--- src/rtl/cpu_pkg.sv ---
// Shared CPU definitions: fetch FSM states, instruction field positions, reset PC.
package cpu_pkg;

  typedef enum logic [1:0] {
    StReq,
    StWait,
    StHold,
    StFlush
  } fetch_state_e;

  // Instruction field bit positions, shared with the decoder.
  localparam int unsigned IrSelHi = 7;
  localparam int unsigned IrSelLo = 6;
  localparam int unsigned IrPM    = 5;
  localparam int unsigned IrWe    = 4;
  localparam int unsigned IrImSt  = 3;
  localparam int unsigned IrA     = 2;
  localparam int unsigned IrB     = 1;
  localparam int unsigned IrC     = 0;

  localparam int unsigned ResetPcDefault = 0;

endpackage

--- src/rtl/fetch_unit.sv ---
// Instruction fetch stage: PC, single-outstanding byte reads, IR and decoded fields.
module fetch_unit
  import cpu_pkg::*;
#(
  parameter int unsigned       ADDR_W   = 8,
  parameter logic [ADDR_W-1:0] RESET_PC = ADDR_W'(ResetPcDefault)
) (
  input  logic              clk,
  input  logic              rst,
  output logic              imem_req,
  output logic [ADDR_W-1:0] imem_addr,
  input  logic [7:0]        imem_rdata,
  input  logic              imem_valid,
  input  logic              stall,
  input  logic              jump,
  input  logic [ADDR_W-1:0] jump_addr,
  output logic              ir_valid,
  output logic [ADDR_W-1:0] ir_pc,
  output logic [1:0]        select,
  output logic              p_m,
  output logic              we,
  output logic              im_st,
  output logic              a,
  output logic              b,
  output logic              c
);

  fetch_state_e      state_q, state_d;
  logic [ADDR_W-1:0] pc_q, pc_d;
  logic [7:0]        ir_q, ir_d;
  logic [ADDR_W-1:0] ir_pc_q, ir_pc_d;
  logic              ir_valid_q, ir_valid_d;

  // Request is gated by rst so nothing is issued while the block is held in reset.
  assign imem_req  = (state_q == StReq) && !rst;
  assign imem_addr = pc_q;

  assign ir_valid = ir_valid_q;
  assign ir_pc    = ir_pc_q;
  assign select   = ir_q[IrSelHi:IrSelLo];
  assign p_m      = ir_q[IrPM];
  assign we       = ir_q[IrWe];
  assign im_st    = ir_q[IrImSt];
  assign a        = ir_q[IrA];
  assign b        = ir_q[IrB];
  assign c        = ir_q[IrC];

  // Next-state logic; jump outranks every event, and a fetch already issued is squashed.
  always_comb begin
    state_d    = state_q;
    pc_d       = pc_q;
    ir_d       = ir_q;
    ir_pc_d    = ir_pc_q;
    ir_valid_d = ir_valid_q;
    unique case (state_q)
      StReq: begin
        if (jump) begin
          pc_d       = jump_addr;
          ir_valid_d = 1'b0;
          state_d    = StFlush;
        end else begin
          state_d = StWait;
        end
      end
      StWait: begin
        if (jump) begin
          pc_d       = jump_addr;
          ir_valid_d = 1'b0;
          // Data arriving with the jump is dropped; otherwise it is still owed to us.
          state_d    = imem_valid ? StReq : StFlush;
        end else if (imem_valid) begin
          ir_d       = imem_rdata;
          ir_pc_d    = pc_q;
          pc_d       = pc_q + ADDR_W'(1);
          ir_valid_d = 1'b1;
          state_d    = StHold;
        end
      end
      StHold: begin
        if (jump) begin
          pc_d       = jump_addr;
          ir_valid_d = 1'b0;
          state_d    = StReq;
        end else if (!stall) begin
          ir_valid_d = 1'b0;
          state_d    = StReq;
        end
      end
      StFlush: begin
        if (jump) begin
          pc_d       = jump_addr;
          ir_valid_d = 1'b0;
        end
        if (imem_valid) begin
          state_d = StReq;
        end
      end
      default: state_d = StReq;
    endcase
  end

  // State registers with synchronous reset.
  always_ff @(posedge clk) begin
    if (rst) begin
      state_q    <= StReq;
      pc_q       <= RESET_PC;
      ir_q       <= '0;
      ir_pc_q    <= '0;
      ir_valid_q <= 1'b0;
    end else begin
      state_q    <= state_d;
      pc_q       <= pc_d;
      ir_q       <= ir_d;
      ir_pc_q    <= ir_pc_d;
      ir_valid_q <= ir_valid_d;
    end
  end

endmodule

--- config.mk ---
export PLATFORM = sky130hd
export DESIGN_NAME = fetch_unit
export DESIGN_NICKNAME = d
export VERILOG_FILES = /design/src/rtl/cpu_pkg.sv /design/src/rtl/fetch_unit.sv
export SDC_FILE = /design/constraint.sdc
export NUM_CORES = 1
export LEC_CHECK = 0
export ABC_AREA = 1
export ABC_CLOCK_PERIOD_IN_PS = 2100
export CAP_MARGIN = 20
export CORE_MARGIN = 3
export CORE_UTILIZATION = 45
export DETAILED_ROUTE_END_ITERATION = 16
export PLACE_DENSITY = 0.77
export SLEW_MARGIN = 15
export SYNTH_ARGS = -nofsm -noshare
export SYNTH_HDL_FRONTEND = slang
export SYNTH_SLANG_ARGS = --single-unit
--- constraint.sdc ---
create_clock -name clk -period 2.1 [get_ports clk]
set_clock_uncertainty 0.15 [all_clocks]
set_input_delay 0.21 -clock clk [delete_from_list [all_inputs] [get_ports clk]]
set_output_delay 0.21 -clock clk [all_outputs]
set_load 0.01 [all_outputs]
# Yosys cells after proc, flatten, opt, wreduce, memory -nomap -nowiden
# Index checks and enable logic that the tools add are counted.
[classes]
n_mux = 18
n_reduce_logical = 9
addsub = 1
n_bitwise = 1
n_eq_ne = 8
[ops]
columns = ["op", "n"]
rows = [
  ["2-to-1 mux 8 bit", 3],
  ["one-hot mux 8 bit (2 select lines)", 1],
  ["2-to-1 mux 2 bit", 7],
  ["AND reduction 3 bit", 3],
  ["adder 8 x 1 -> 8 bit (second input constant)", 1],
  ["one-hot mux 2 bit (4 select lines)", 1],
  ["inequality test 3 bit (second input constant)", 2],
  ["2-to-1 mux 1 bit", 5],
  ["== test 2 bit (second input constant)", 2],
  ["inequality test 2 x 1 -> 1 bit (second input constant)", 2],
  ["one-hot mux 1 bit (3 select lines)", 1],
  ["OR reduction 3 bit", 1],
  ["== test 2 x 1 -> 1 bit (second input constant)", 1],
  ["logical NOT 2 bit", 1],
  ["inequality test 2 bit (second input constant)", 1],
  ["AND reduction 2 bit", 1],
  ["OR reduction 2 bit", 1],
  ["logical AND 1 bit", 1],
  ["logical NOT 1 bit", 1],
  ["NOT 1 bit", 1],
]
[word_totals]
register_bits = 27
out_inout_bits = 26
input_bits = 21
word_cells = 42

# Logic depth before layout (Yosys ltp)
[depth]
word_depth = 4
ltp_mapped = 9
ltp_nobuf = 9

# Least setup slack after synthesis
# OpenSTA, ideal clock, no wires.
[synth_timing]
path_kind = "reg-to-reg"
from = "register state_q[1]"
to = "register ir_pc_q[7], in the netlist ir_pc[7]"
setup_ns = 0.071
synth_period_minus_slack_ns = 1.517
required_time_ns = 1.879
n_path_buf = 2
stages_incl_launch_ff = 7
t_arrival_ns = 1.296
path_slack_ns = 0.583
cell_sequence = "dfxtp_1 -> inv_1 -> ha_1 -> buf_2 -> buf_1 -> nand4_1 -> a21oi_1"
[synth_between]
elab_chain_len = 2
[synth_rtl]
columns = ["element", "line_no", "source"]
rows = [
  ["start, declared", "fetch_unit.sv:28", "fetch_state_e state_q, state_d;"],
  ["start signal, assigned", "fetch_unit.sv:105", "state_q <= StReq;"],
  ["start signal, assigned", "fetch_unit.sv:111", "state_q <= state_d;"],
  ["== test 2 x 1 -> 1 bit", "fetch_unit.sv:55", "unique case (state_q)"],
  ["AND reduction 3 bit (no line)", "-", ""],
  ["end signal, assigned", "fetch_unit.sv:114", "ir_pc_q <= ir_pc_d;"],
  ["end, declared", "fetch_unit.sv:31", "logic [ADDR_W-1:0] ir_pc_q, ir_pc_d;"],
]
# No other way between the ends.
# A chain may end at the register's enable or synchronous reset.

# Worst setup path after layout
[layout_timing]
from = "register state_q[1]"
to = "output port imem_req"
[layout_between]
elab_chain_len = 2
[layout_rtl]
columns = ["element", "line_no", "source"]
rows = [
  ["logical NOT 2 bit", "fetch_unit.sv:35", "assign imem_req = (state_q == StReq) && !rst;"],
  ["logical AND 1 bit", "fetch_unit.sv:35", ""],
  ["end, declared", "fetch_unit.sv:10", "output logic imem_req,"],
]
# No other way between the ends.

==> summary.md <==
| Metric | Value |
|---|---|
| I/O pin cnt | 47 |
| Fmax | 0.504 GHz |
| Status | finished clean |
| Critical path cell sequence | inv_1, ha_1, inv_1, nor2_1, clkdlybuf4s50_1 |
| Die area | 0.00376 mm^2 |
| Clk sinks | 27 |
| Final core occ | 66.9% |
| Vias per cell | 5.42 |
| CP Class | reg2out |
| Buf/Inv on CP | 3 |
| Max-slew violations | 0 |
| Seq/Total Area, Yosys | 39.2% |
| Clock latency on the worst-skew pair | 330 ps |
| Gpl congestion | 0.802 |
| Hold Path Class | in2reg |
| Gate Count Post-Synth | 191 |
| GRT Overall Usage | 19.9% |
| CTS tree | yes |
| Initial Utilization | 48.7% |
| Hold Buf Count CTS | 0 |
| Max_cap viols | 0 |
| Post-Syn Area | 0.00138 mm^2 |
| Startpoint Class | flip-flop |
| CTS buffer count | 3 |
| Final WL | 3520 um |
| Leak | 0.000702 uW |
| Setup Buffers After CTS | 0 |
| Worst Path Required | 1740 ps |
| DP HPWL | 2670 um |
| Period utilization | 94.5% |
| YS warnings | 0 |
| I/O Buffers | 46 |
| Clk slew on worst S/H paths | 150 ps |
| DR vias | 1446 |
| Core area | 0.00283 mm^2 |
| Drt first pass iters | 4 |
| Area growth syn-to-layout | 37.3% |
| Layout Nets | 265 |
| GRT Residual Overflow | 0 |
| Most used cell, CP | inv_1 |
| Critical path data arrival time | 1630 ps |
| Final Critical Period | 1990 ps |
| DIE WIDTH | 61.4 um |
| PwrDens | 709 mW/mm^2 |
| Floorplan die height | 61.4 um |
| Worst Tran Pin Value | 307 ps |
| Vias in the first global route | 1330 |
| Synth Area per Inst | 7.22 um^2 |
| CP peak stage delay | 540 ps |
| Rel. slew slack | 79.5% |
| CTS max path bufs | 2 |
| Final hold violations | 0 |
| RSZ-0062 raised after global routing | no |
| Finish-stage setup viols | 0 |
| Root Driver | clkbuf_4 |
| Most frequent cells in the layout | clkdlybuf4s50_1 (46), nand2_1 (42), dfxtp_1 (27), nor2_1 (23), a21oi_1 (21) |
| Top delay family on crit path | buffers and inverters |
| Crit. End Element | primary output |
| First-pass GRT wire length | 5670 um |
| Largest net degree at the start of global routing | 28 |
| Share of cells above drive strength 1 | 7.63% |
| Area fraction in and, or, nand and nor cells after synthesis | 32.0% |
| Setup TNS | 0 ps |
| Critical Path Fanout Max | 5 |
| Highest-delay cell along the critical path | clkdlybuf4s50_1 |
| DRC viols | 0 |
| Adder-cell share of the synthesized area | 6.35% |
| Commonest non-fill, non-tap cell in the layout | clkdlybuf4s50_1 |
| # diodes | 0 |
| Yosys cell types | 25 |
| Clock H-tree levels | 1 |
| Initial DRC count | 58 |
| Compound-Gate Fraction of Synth Area | 14.5% |
| Largest family of logic cells by synthesized area | simple AND/OR/NAND/NOR gates |
| Peak supply drop | 0.573 mV |
| DR WL/cell | 13.2 um |
| Initial antenna violation count | 0 |
| Post-synth net total | 219 |
| XOR/XNOR share of the synthesized area | 0% |
| Number of synthesized register bits | 27 |
| PostCTS Resize Cnt | 0 |
| Num rows | 19 |
| Mux cell area share after synthesis | 0% |
| DRT antenna net count | 0 |
==> sequential cells by signal, summed over array words and instances (netlist names) <==
register / cells
imem_addr: 8
ir_pc: 8
ir_q: 8
ir_valid: 1
state_q: 2
==> through the flow <==
| step | worst slack [ps] | hold WS [ps] | instances | power [uW] | area [um^2] |
|---|---|---|---|---|---|
| after floorplan | 583 | 181 | 191 | 914 | 1380 |
| after global placement | 306 | 296 | 263 | 1110 | 1860 |
| after detailed placement | 225 | 306 | 263 | 1120 | 1860 |
| after CTS | 90.0 | 273 | 267 | 1360 | 1890 |
| after global routing | 6.22 | 290 | 267 | 1440 | 1890 |
| final | 115 | 283 | 267 | 1340 | 1890 |
==> area by class of cell <==
cell class | instances | area, um^2
Multi-Input combinational cell | 140 | 729
Tap cell | 31 | 38.8
Fill cell | 262 | 936
Timing Repair Buffer | 52 | 505
Sequential cell | 27 | 541
Clock inverter | 1 | 7.51
Clock buffer | 3 | 22.5
Inverter | 13 | 48.8
==> synthesized netlist by cell type <==
master,number,area (um^2)
nand2_1,42,158
dfxtp_1,27,541
nor2_1,23,86.3
a21oi_1,21,105
nand4_1,16,100
inv_1,10,37.5
nand3_1,10,50.1
ha_1,7,87.6
o21ai_0,7,35.0
a211oi_1,3,22.5
buf_2,3,15.0
clkbuf_1,3,11.3
inv_2,3,11.3
nand3_2,3,30.0
buf_1,2,7.51
buf_4,2,15.0
a21oi_2,1,8.76
a31oi_1,1,6.26
buf_6,1,11.3
nand2_2,1,6.26
nor3_1,1,5.00
o211ai_1,1,7.51
o21bai_1,1,7.51
o31ai_1,1,7.51
or2_1,1,6.26
==> worst paths after layout <==
kind	from	to	slack [ps]	cells past startpoint
worst max-delay path	state_q[1]	imem_req	110	5
worst min-delay path	jump_addr[1]	imem_addr[1]	280	3
worst max register to register	state_q[1]	ir_q[7]	440	6
worst min register to register	ir_pc[6]	ir_pc[6]	320	2
==> cell families after synthesis <==
| group | after synthesis |
|---|---|
| AO/OA/AOI/OAI | 36 |
| adder cells (fa/ha/maj) | 7 |
| AND/OR/NAND/NOR | 97 |
| buffers and inverters | 24 |
| flip-flops | 27 |
==> worst reg2reg max path: stages (launching register included) <==
cell and delay (ps):
dfxtp_1 360, inv_1 140, ha_1 220, buf_4 180, nand3_2 270, nand2_1 160, a21oi_1 80
==> power breakdown <==
group	switching [uW]	internal, uW	total, uW
registers	55.5	563	618
clock network	160	73.0	233
logic	267	224	491
total	483	859	1340
==> per-layer routing <==
| metal | wire length [um] | part of all wire, % | track usage [%] |
|---|---|---|---|
| met5 | 0 | 0 | 0 |
| met4 | 13 | 0.37 | 4.24 |
| met3 | 198 | 5.6 | 5.66 |
| met2 | 1760 | 50 | 36.7 |
| met1 | 1550 | 44 | 22.9 |
(Power assumes the default switching activity.)
